[config.mk]
export PLATFORM = sky130hd
export DESIGN_NAME = multi_mode_counter_param
export DESIGN_NICKNAME = d
export VERILOG_FILES = /design/src/rtl/multi_mode_counter_param.sv
export SDC_FILE = /design/constraint.sdc
export NUM_CORES = 1
export LEC_CHECK = 0
export BUFFER_PORTS_ARGS = -buffer_cell sky130_fd_sc_hd__buf_2
export CORE_MARGIN = 1.5
export CORE_UTILIZATION = 35
export CTS_CLUSTER_SIZE = 25
export DETAILED_ROUTE_END_ITERATION = 16
export PLACE_DENSITY = 0.56
export SYNTH_ARGS = -nofsm -noshare
export SYNTH_HDL_FRONTEND = slang
export SYNTH_SLANG_ARGS = --single-unit
[constraint.sdc]
create_clock -name clk -period 4.96 [get_ports clk]
set_input_delay 0.744 -clock clk [delete_from_list [all_inputs] [get_ports clk]]
set_output_delay 0.744 -clock clk [all_outputs]
set_load 0.05 [all_outputs]
[src/rtl/multi_mode_counter_param.sv]
// Purpose : WIDTH-bit four-mode up/down game counter with registered extreme-value
//           events, per-side scores and an IDLE/RUN/OVER gameover/restart sequence.
// Latency : count, flags, scores and gameover all update one clock after the inputs
//           that cause them. Backpressure: none; en=0 holds the count while in RUN.
//
// Optional feature macro: MULTI_MODE_COUNTER_SATURATE_EN
//   undefined (default) : counting wraps modulo 2^WIDTH
//   defined             : up steps clamp at all ones, down steps clamp at zero
//
// Ports:
//   clk       in   rising-edge clock
//   rst_n     in   asynchronous active-low reset
//   init      in   in IDLE: load init_val and start a game (ignored elsewhere)
//   init_val  in   [WIDTH-1:0] starting count, also remembered for restarts
//   en        in   count enable while in RUN
//   ctrl      in   [1:0] 00:+1  01:+STEP  10:-1  11:-STEP
//   count     out  [WIDTH-1:0] current count
//   winner    out  one-cycle pulse when a step lands on all ones
//   loser     out  one-cycle pulse when a step lands on zero
//   gameover  out  one-cycle pulse when a score reaches SCORE_MAX
//   who       out  [1:0] 01 loser side won, 10 winner side won; valid with gameover
//   win_cnt   out  [SCORE_W-1:0] winner score
//   lose_cnt  out  [SCORE_W-1:0] loser score

module multi_mode_counter_param #(
    parameter int WIDTH     = 4,
    parameter int STEP      = 2,
    parameter int SCORE_MAX = 15,
    parameter int SCORE_W   = $clog2(SCORE_MAX + 1)
) (
    input  logic               clk,
    input  logic               rst_n,
    input  logic               init,
    input  logic [WIDTH-1:0]   init_val,
    input  logic               en,
    input  logic [1:0]         ctrl,
    output logic [WIDTH-1:0]   count,
    output logic               winner,
    output logic               loser,
    output logic               gameover,
    output logic [1:0]         who,
    output logic [SCORE_W-1:0] win_cnt,
    output logic [SCORE_W-1:0] lose_cnt
);

    typedef enum logic [1:0] {
        ST_IDLE = 2'b00,
        ST_RUN  = 2'b01,
        ST_OVER = 2'b10
    } state_t;

    localparam logic [WIDTH-1:0]   ALL_ONES    = {WIDTH{1'b1}};
    localparam logic [WIDTH-1:0]   ZERO        = {WIDTH{1'b0}};
    localparam logic [WIDTH-1:0]   STEP_ONE    = WIDTH'(1);
    localparam logic [WIDTH-1:0]   STEP_BIG    = WIDTH'(STEP);
    localparam logic [SCORE_W-1:0] SCORE_LIMIT = SCORE_W'(SCORE_MAX);
    localparam logic [SCORE_W-1:0] SCORE_ZERO  = {SCORE_W{1'b0}};
    localparam logic [SCORE_W-1:0] SCORE_ONE   = SCORE_W'(1);

    localparam logic [1:0] WHO_NONE  = 2'b00;
    localparam logic [1:0] WHO_LOSER = 2'b01;
    localparam logic [1:0] WHO_WIN   = 2'b10;

    // ------------------------------------------------------------------
    // State and registered outputs
    // ------------------------------------------------------------------
    state_t             state;
    state_t             state_nxt;
    logic [WIDTH-1:0]   held_init;
    logic [WIDTH-1:0]   held_init_nxt;
    logic [WIDTH-1:0]   count_nxt;
    logic               winner_nxt;
    logic               loser_nxt;
    logic               gameover_nxt;
    logic [1:0]         who_nxt;
    logic [SCORE_W-1:0] win_cnt_nxt;
    logic [SCORE_W-1:0] lose_cnt_nxt;

    // ------------------------------------------------------------------
    // Step arithmetic
    // ------------------------------------------------------------------
    logic [WIDTH-1:0]   step_mag;
    logic [WIDTH-1:0]   step_up;
    logic [WIDTH-1:0]   step_dn;
    logic [WIDTH-1:0]   step_res;
    logic [SCORE_W-1:0] win_inc;
    logic [SCORE_W-1:0] lose_inc;

    // ctrl[0] picks the magnitude, ctrl[1] picks the direction.
    assign step_mag = ctrl[0] ? STEP_BIG : STEP_ONE;

`ifdef MULTI_MODE_COUNTER_SATURATE_EN
    // One extra bit catches the carry out of the up step so it can clamp.
    logic [WIDTH:0] sum_ext;

    assign sum_ext = {1'b0, count} + {1'b0, step_mag};
    assign step_up = sum_ext[WIDTH] ? ALL_ONES : sum_ext[WIDTH-1:0];
    assign step_dn = (count < step_mag) ? ZERO : (count - step_mag);
`else
    // Plain WIDTH-bit arithmetic gives modulo-2^WIDTH wrap-around.
    assign step_up = count + step_mag;
    assign step_dn = count - step_mag;
`endif

    assign step_res = ctrl[1] ? step_dn : step_up;

    // Scores stay below SCORE_MAX while a game is running, so these cannot overflow.
    assign win_inc  = win_cnt  + SCORE_ONE;
    assign lose_inc = lose_cnt + SCORE_ONE;

    // ------------------------------------------------------------------
    // Next-state / next-output logic
    // ------------------------------------------------------------------
    always_comb begin
        state_nxt     = state;
        held_init_nxt = held_init;
        count_nxt     = count;
        winner_nxt    = 1'b0;
        loser_nxt     = 1'b0;
        gameover_nxt  = 1'b0;
        who_nxt       = WHO_NONE;
        win_cnt_nxt   = win_cnt;
        lose_cnt_nxt  = lose_cnt;

        case (state)
            ST_IDLE: begin
                // The load itself never raises winner/loser, whatever init_val is.
                if (init) begin
                    count_nxt     = init_val;
                    held_init_nxt = init_val;
                    win_cnt_nxt   = SCORE_ZERO;
                    lose_cnt_nxt  = SCORE_ZERO;
                    state_nxt     = ST_RUN;
                end
            end

            ST_RUN: begin
                if (en) begin
                    count_nxt = step_res;
                    // WIDTH >= 2 keeps all-ones and zero distinct, so at most
                    // one side scores per step.
                    if (step_res == ALL_ONES) begin
                        winner_nxt  = 1'b1;
                        win_cnt_nxt = win_inc;
                        if (win_inc == SCORE_LIMIT) begin
                            gameover_nxt = 1'b1;
                            who_nxt      = WHO_WIN;
                            state_nxt    = ST_OVER;
                        end
                    end else if (step_res == ZERO) begin
                        loser_nxt    = 1'b1;
                        lose_cnt_nxt = lose_inc;
                        if (lose_inc == SCORE_LIMIT) begin
                            gameover_nxt = 1'b1;
                            who_nxt      = WHO_LOSER;
                            state_nxt    = ST_OVER;
                        end
                    end
                end
            end

            ST_OVER: begin
                // Single-cycle state: restart from the remembered start value,
                // ignoring en and init.
                count_nxt    = held_init;
                win_cnt_nxt  = SCORE_ZERO;
                lose_cnt_nxt = SCORE_ZERO;
                state_nxt    = ST_RUN;
            end

            default: begin
                state_nxt = ST_IDLE;
            end
        endcase
    end

    // ------------------------------------------------------------------
    // Registers
    // ------------------------------------------------------------------
    always_ff @(posedge clk or negedge rst_n) begin
        if (!rst_n) begin
            state     <= ST_IDLE;
            held_init <= ZERO;
            count     <= ZERO;
            winner    <= 1'b0;
            loser     <= 1'b0;
            gameover  <= 1'b0;
            who       <= WHO_NONE;
            win_cnt   <= SCORE_ZERO;
            lose_cnt  <= SCORE_ZERO;
        end else begin
            state     <= state_nxt;
            held_init <= held_init_nxt;
            count     <= count_nxt;
            winner    <= winner_nxt;
            loser     <= loser_nxt;
            gameover  <= gameover_nxt;
            who       <= who_nxt;
            win_cnt   <= win_cnt_nxt;
            lose_cnt  <= lose_cnt_nxt;
        end
    end

endmodule
# Yosys cells after proc, flatten, opt, wreduce, memory -nomap -nowiden
# Cells that the tools add are included.
# op_classes
addsub,4
multipliers,0
div,0
n_lt_le_gt_ge,0
eq_ne,13
shift,0
muxes,39
bitwise_logic,0
n_reduce_logical,8
# ops
op,count
2-to-1 mux 4 bit,9
case mux 4 bit (3 select lines),3
2-to-1 mux 2 bit,11
2-to-1 mux 1 bit,15
equality test 4 bit (second input constant),3
inequality test 2 bit (second input constant),5
AND reduction 5 bit,2
inequality test 3 bit (second input constant),3
adder 4 x 1 -> 4 bit (second input constant),2
case mux 2 bit (3 select lines),1
adder 4 x 2 -> 4 bit,1
zero test 4 bit,1
AND reduction 4 bit,1
subtractor 4 x 2 -> 4 bit,1
AND reduction 3 bit,1
nonzero test 3 bit,1
equality test 2 x 1 -> 1 bit (second input constant),1
equality test 2 bit (second input constant),1
zero test 2 bit,1
AND reduction 2 bit,1
# word_totals
regBits,23
latchBits,0
ram_bits,0
romBits,0
word_cells,73
n_memories,0

# Depth between registers and ports, before layout
# depth
word_depth,8
ltp_mapped,9

# Worst setup path before layout
# OpenSTA, ideal clock, no wires.
# synth_timing
path_type,input to register
from,in ctrl[1]
to,reg state[0]
setup_time_ps,71
t_arrival_ps,2805
path_slack_ps,2085
path_stages,9
n_path_buf,0
path_cell_list,nor2b_1 -> inv_1 -> fa_1 -> xor2_1 -> or4_4 -> a21oi_2 -> mux2i_2 -> or4b_1 -> nand4_1
# synth_via
elab_chain_len,5
elab_cells_between_ends,10
# synth_lines
item,line,text
from (decl),36,"input logic [1:0] ctrl,"
2-to-1 mux 4 bit (*),105,assign step_res = ctrl[1] ? step_dn : step_up;
equality test 4 bit,142,if (step_res == ALL_ONES) begin
2-to-1 mux 2 bit,142,
2-to-1 mux 2 bit,138,if (en) begin
case mux 2 bit (3 select lines),125,case (state)
to (signal assigned),192,state <= state_nxt;
to (decl),67,state_t state;
# Every way passes the cells marked *; elsewhere a longest branch is shown, timed or not. The select of a mux whose other input is x is not followed.
# A chain may end at the register's enable or synchronous reset.

# Worst setup path in the final report
# Ends and elaborated chain as after synthesis.

==> insert_results.sql <==
INSERT INTO impl_metrics (metric_group, metric, value, unit) VALUES
('cells_and_area', 'layout-drive-gt1-share', '0.219', ''),
('floorplan', 'die_y', '67.4', 'um'),
('cts', 'hold_buffers', '0', ''),
('logic_synthesis', 'syn-instance-count', '152', ''),
('global_routing', 'grt_max_degree', '24', ''),
('run', 'timing.max_cap.violations', '0', ''),
('cts', 'tritoncts.num_buffers', '3', ''),
('logic_synthesis', 'synthesis.yosys.warnings', '0', ''),
('sta', 'setup-violations-final', '0', ''),
('logic_synthesis', 'ys_ff_latch', '23', ''),
('place', 'port_buffers', '26', ''),
('cts', 'cts.repair.resized', '0', ''),
('logic_synthesis', 'async_reset_ff_frac', '1.00', ''),
('logic_synthesis', 'yosysSeqAreaShare', '0.396', ''),
('drt', 'num_vias', '1166', ''),
('status', 'run_status', 'complete, no violations', ''),
('floorplan', 'std_cell_rows', '23', ''),
('drt', 'vias_per_cell', '5.11', ''),
('cts', 'h-tree-depth', '1', ''),
('logic_synthesis', 'post_synth.cell_area_avg', '9.56', 'um2'),
('sta', 'hold_viol_final', '0', ''),
('worst_setup_path', 'critical_path.max_fanout', '4', ''),
('floorplan', 'core_region_area', '4000', 'um2'),
('cts', 'cts.clk_slew.worst_paths', '0.08', 'ns'),
('power', 'pwr_density_cell', '595', 'nW/um2'),
('global_routing', 'antenna_found_initial', '0', ''),
('sta', 'slew_viol_final', '0', ''),
('worst_setup_path', 'crit_path_start_kind', 'input port', ''),
('floorplan', 'dieArea', '4550', 'um2'),
('sta', 'relSlewSlack', '0.591', ''),
('cts', 'ctsLongestPathBuffers', '2', ''),
('worst_setup_path', 'cp_data_required_time', '5.15', 'ns'),
('drt', 'post_drt_wl_per_cell', '13.3', 'um'),
('logic_synthesis', 'synth-edff-count', '0', ''),
('drt', 'ant_nets', '0', ''),
('sta', 'fin_tns_setup', '0', 'ns'),
('cts', 'root_buffer_selected_by_cts', 'sky130_fd_sc_hd__clkbuf_8', ''),
('sta', 'finalWorstPathRequiredPeriod', '2.90', 'ns'),
('power', 'power.static_leakage', '0.800', 'nW'),
('worst_setup_path', 'criticalPathCategory', 'in2reg', ''),
('logic_synthesis', 'synth_cell_types', '44', ''),
('drt', 'drt-total-wl', '3040', 'um'),
('worst_setup_path', 'timing.rr.start', 'count[0]$_DFFE_PN0P_', ''),
('sta', 'grt_setup_unrepaired', 'false', ''),
('floorplan', 'boundaryPins', '27', ''),
('logic_synthesis', 'ys_flop_type', 'sky130_fd_sc_hd__dfrtp_1', ''),
('sta', 'fmax', '0.345', 'GHz'),
('worst_setup_path', 'critical_path.endpoint_type', 'register', ''),
('logic_synthesis', 'syn_area', '1450', 'um2'),
('cts', 'tritoncts', 'done', ''),
('cts', 'cts_post_setup_buffers_inserted', '0', ''),
('sta', 'clock_skew', '0.00582', 'ns'),
('place', 'gpl.final_weighted_congestion', '0.818', ''),
('floorplan', 'die-width', '67.4', 'um'),
('worst_setup_path', 'rr_worst_depth', '9', ''),
('hold_path', 'class_of_the_tightest_hold_or_removal_check', 'in2async', ''),
('drt', 'dr.first_iter.drc_count', '57', ''),
('worst_setup_path', 'crit_arrival', '3.09', 'ns'),
('cells_and_area', 'layout_overhead_on_the_synthesized_area', '15.2', '%'),
('cells_and_area', 'num-nets-final', '202', ''),
('power', 'vdd.ir_drop.worst', '0.000185', 'V'),
('cells_and_area', 'antenna_cells', '0', ''),
('global_routing', 'grt_use_total', '0.146', ''),
('place', 'dp_hpwl', '2330', 'um'),
('drt', 'drt_first_pass_iters', '4', ''),
('cells_and_area', 'finish.utilization', '0.419', ''),
('drt', 'drt_drc_violations_left', '0', ''),
('worst_setup_path', 'r2r_slack', '2.34', 'ns'),
('sta', 'timing.final.crit_share', '0.584', ''),
('cts', 'insertion_delay', '0.26', 'ns'),
('logic_synthesis', 'postSynthNetCount', '175', ''),
('global_routing', 'grt_first_pass_wirelength', '5040', 'um'),
('cts', 'cts_sinks', '23', ''),
('worst_setup_path', 'reg2reg_to', 'state[0]$_DFFE_PN0P_', ''),
('floorplan', 'initial_utilization', '0.363', ''),
('global_routing', 'number_of_global_route_vias_before_repair', '1102', ''),
('sta', 'worst_pin_slew', '0.613', 'ns'),
('global_routing', 'globalRoute.totalOverflow', '0', '');
-- sequential cells by signal (all words and copies together) (netlist names), 2 cells and up --
signal,cells
count,4
held_init,4
lose_cnt,4
win_cnt,4
who,2
state,2
-- synth_stat cells, types with 3 or more instances --
library cell	n	area share
sky130_fd_sc_hd__nor2b_1	4	0.017
sky130_fd_sc_hd__nand3b_1	4	0.021
sky130_fd_sc_hd__nor2_1	5	0.013
sky130_fd_sc_hd__nand2_1	15	0.039
sky130_fd_sc_hd__nand3_1	9	0.031
sky130_fd_sc_hd__a22o_1	3	0.018
sky130_fd_sc_hd__or3_1	3	0.013
sky130_fd_sc_hd__a21oi_1	5	0.017
sky130_fd_sc_hd__ha_1	12	0.10
sky130_fd_sc_hd__dfrtp_1	23	0.40
sky130_fd_sc_hd__inv_1	13	0.034
sky130_fd_sc_hd__o21ai_0	10	0.034
sky130_fd_sc_hd__clkbuf_1	3	0.0078
sky130_fd_sc_hd__mux2_2	5	0.039
-- through the flow --
| step | instance area (um2) | power (mW) | hold WS [ns] | setup slack, ns | instances |
|---|---|---|---|---|---|
| after floorplan | 1450 | 0.754 | 0.448 | 2.08 | 152 |
| after global placement | 1630 | 0.870 | 0.491 | 1.91 | 224 |
| final | 1670 | 0.995 | 0.451 | 2.06 | 228 |
| after CTS | 1670 | 1.00 | 0.469 | 2.09 | 228 |
| after detailed placement | 1630 | 0.887 | 0.496 | 1.82 | 224 |
| after global routing | 1670 | 1.07 | 0.489 | 1.89 | 228 |
-- worst max-delay path: stages --
cell	delay, ns
sky130_fd_sc_hd__buf_2	0.11
sky130_fd_sc_hd__nor2b_1	0.21
sky130_fd_sc_hd__inv_1	0.08
sky130_fd_sc_hd__fa_1	0.44
sky130_fd_sc_hd__xor2_1	0.21
sky130_fd_sc_hd__or4_4	0.43
sky130_fd_sc_hd__a21oi_2	0.14
sky130_fd_sc_hd__mux2i_2	0.11
sky130_fd_sc_hd__or4b_1	0.53
sky130_fd_sc_hd__nand4_1	0.09
-- cell families (layout without fill, tap and decap cells) --
family / count (synthesis) / count (layout) / share of synthesized area
flip-flops: 23 / 23 / 0.396
multiplexers: 7 / 7 / 0.0551
AO/OA/AOI/OAI: 34 / 34 / 0.158
buffers and inverters: 17 / 43 / 0.0448
AND/OR/NAND/NOR: 55 / 55 / 0.211
adder cells (fa/ha/maj): 13 / 13 / 0.117
XOR/XNOR: 3 / 3 / 0.0181
-- routing by layer --
metal,part of all wire,global-route usage,vias to the layer above
li1,-,-,592
met3,0.025,0.0267,4
met1,0.48,0.200,556
met4,0.013,0.0459,0
met5,0,0,-
met2,0.48,0.233,14
-- worst max path at each step --
stage / start / slack, ns / endpoint / cells after the start
6_report: ctrl[1] / 2.06 / state[0]$_DFFE_PN0P_ / 10
5_1_grt: ctrl[1] / 1.89 / state[0]$_DFFE_PN0P_ / 10
4_1_cts: ctrl[1] / 2.09 / state[0]$_DFFE_PN0P_ / 10
3_5_place_dp: ctrl[1] / 1.82 / state[0]$_DFFE_PN0P_ / 10
3_3_place_gp: ctrl[1] / 1.91 / state[0]$_DFFE_PN0P_ / 10
2_1_floorplan: ctrl[1] / 2.08 / state[0]$_DFFE_PN0P_ / 9
-- layout by cell type (no fill, tap or decap), drive strengths merged, types with 2 or more instances in the layout --
cell      n
a2111oi   2
a21boi    2
a21oi     6
a22o      3
and3b     2
buf      26
clkbuf    4
dfrtp    23
ha       12
inv      13
mux2      5
mux2i     2
nand2    15
nand2b    2
nand3     9
nand3b    4
nor2      5
nor2b     5
o211ai    2
o21ai    10
o31ai     2
or2       2
or3       3
or4       3
xnor2     2
-- power breakdown --
| part | internal, mW | leakage, nW | switching [mW] |
|---|---|---|---|
| logic | 0.187 | 0.477 | 0.379 |
| clock network | 0.0572 | 0.0228 | 0.0574 |
| registers | 0.250 | 0.300 | 0.0653 |
| total | 0.493 | 0.800 | 0.502 |
-- area by class of cell --
class,instances,area [um2]
fillers,389,2330
multi-input cells,112,812
flip-flops and latches,23,576
repair buffers,26,130
well taps,50,62.6
inverters,13,48.8
clock buffers,4,45.0
Power figures use the tool's default switching activity.
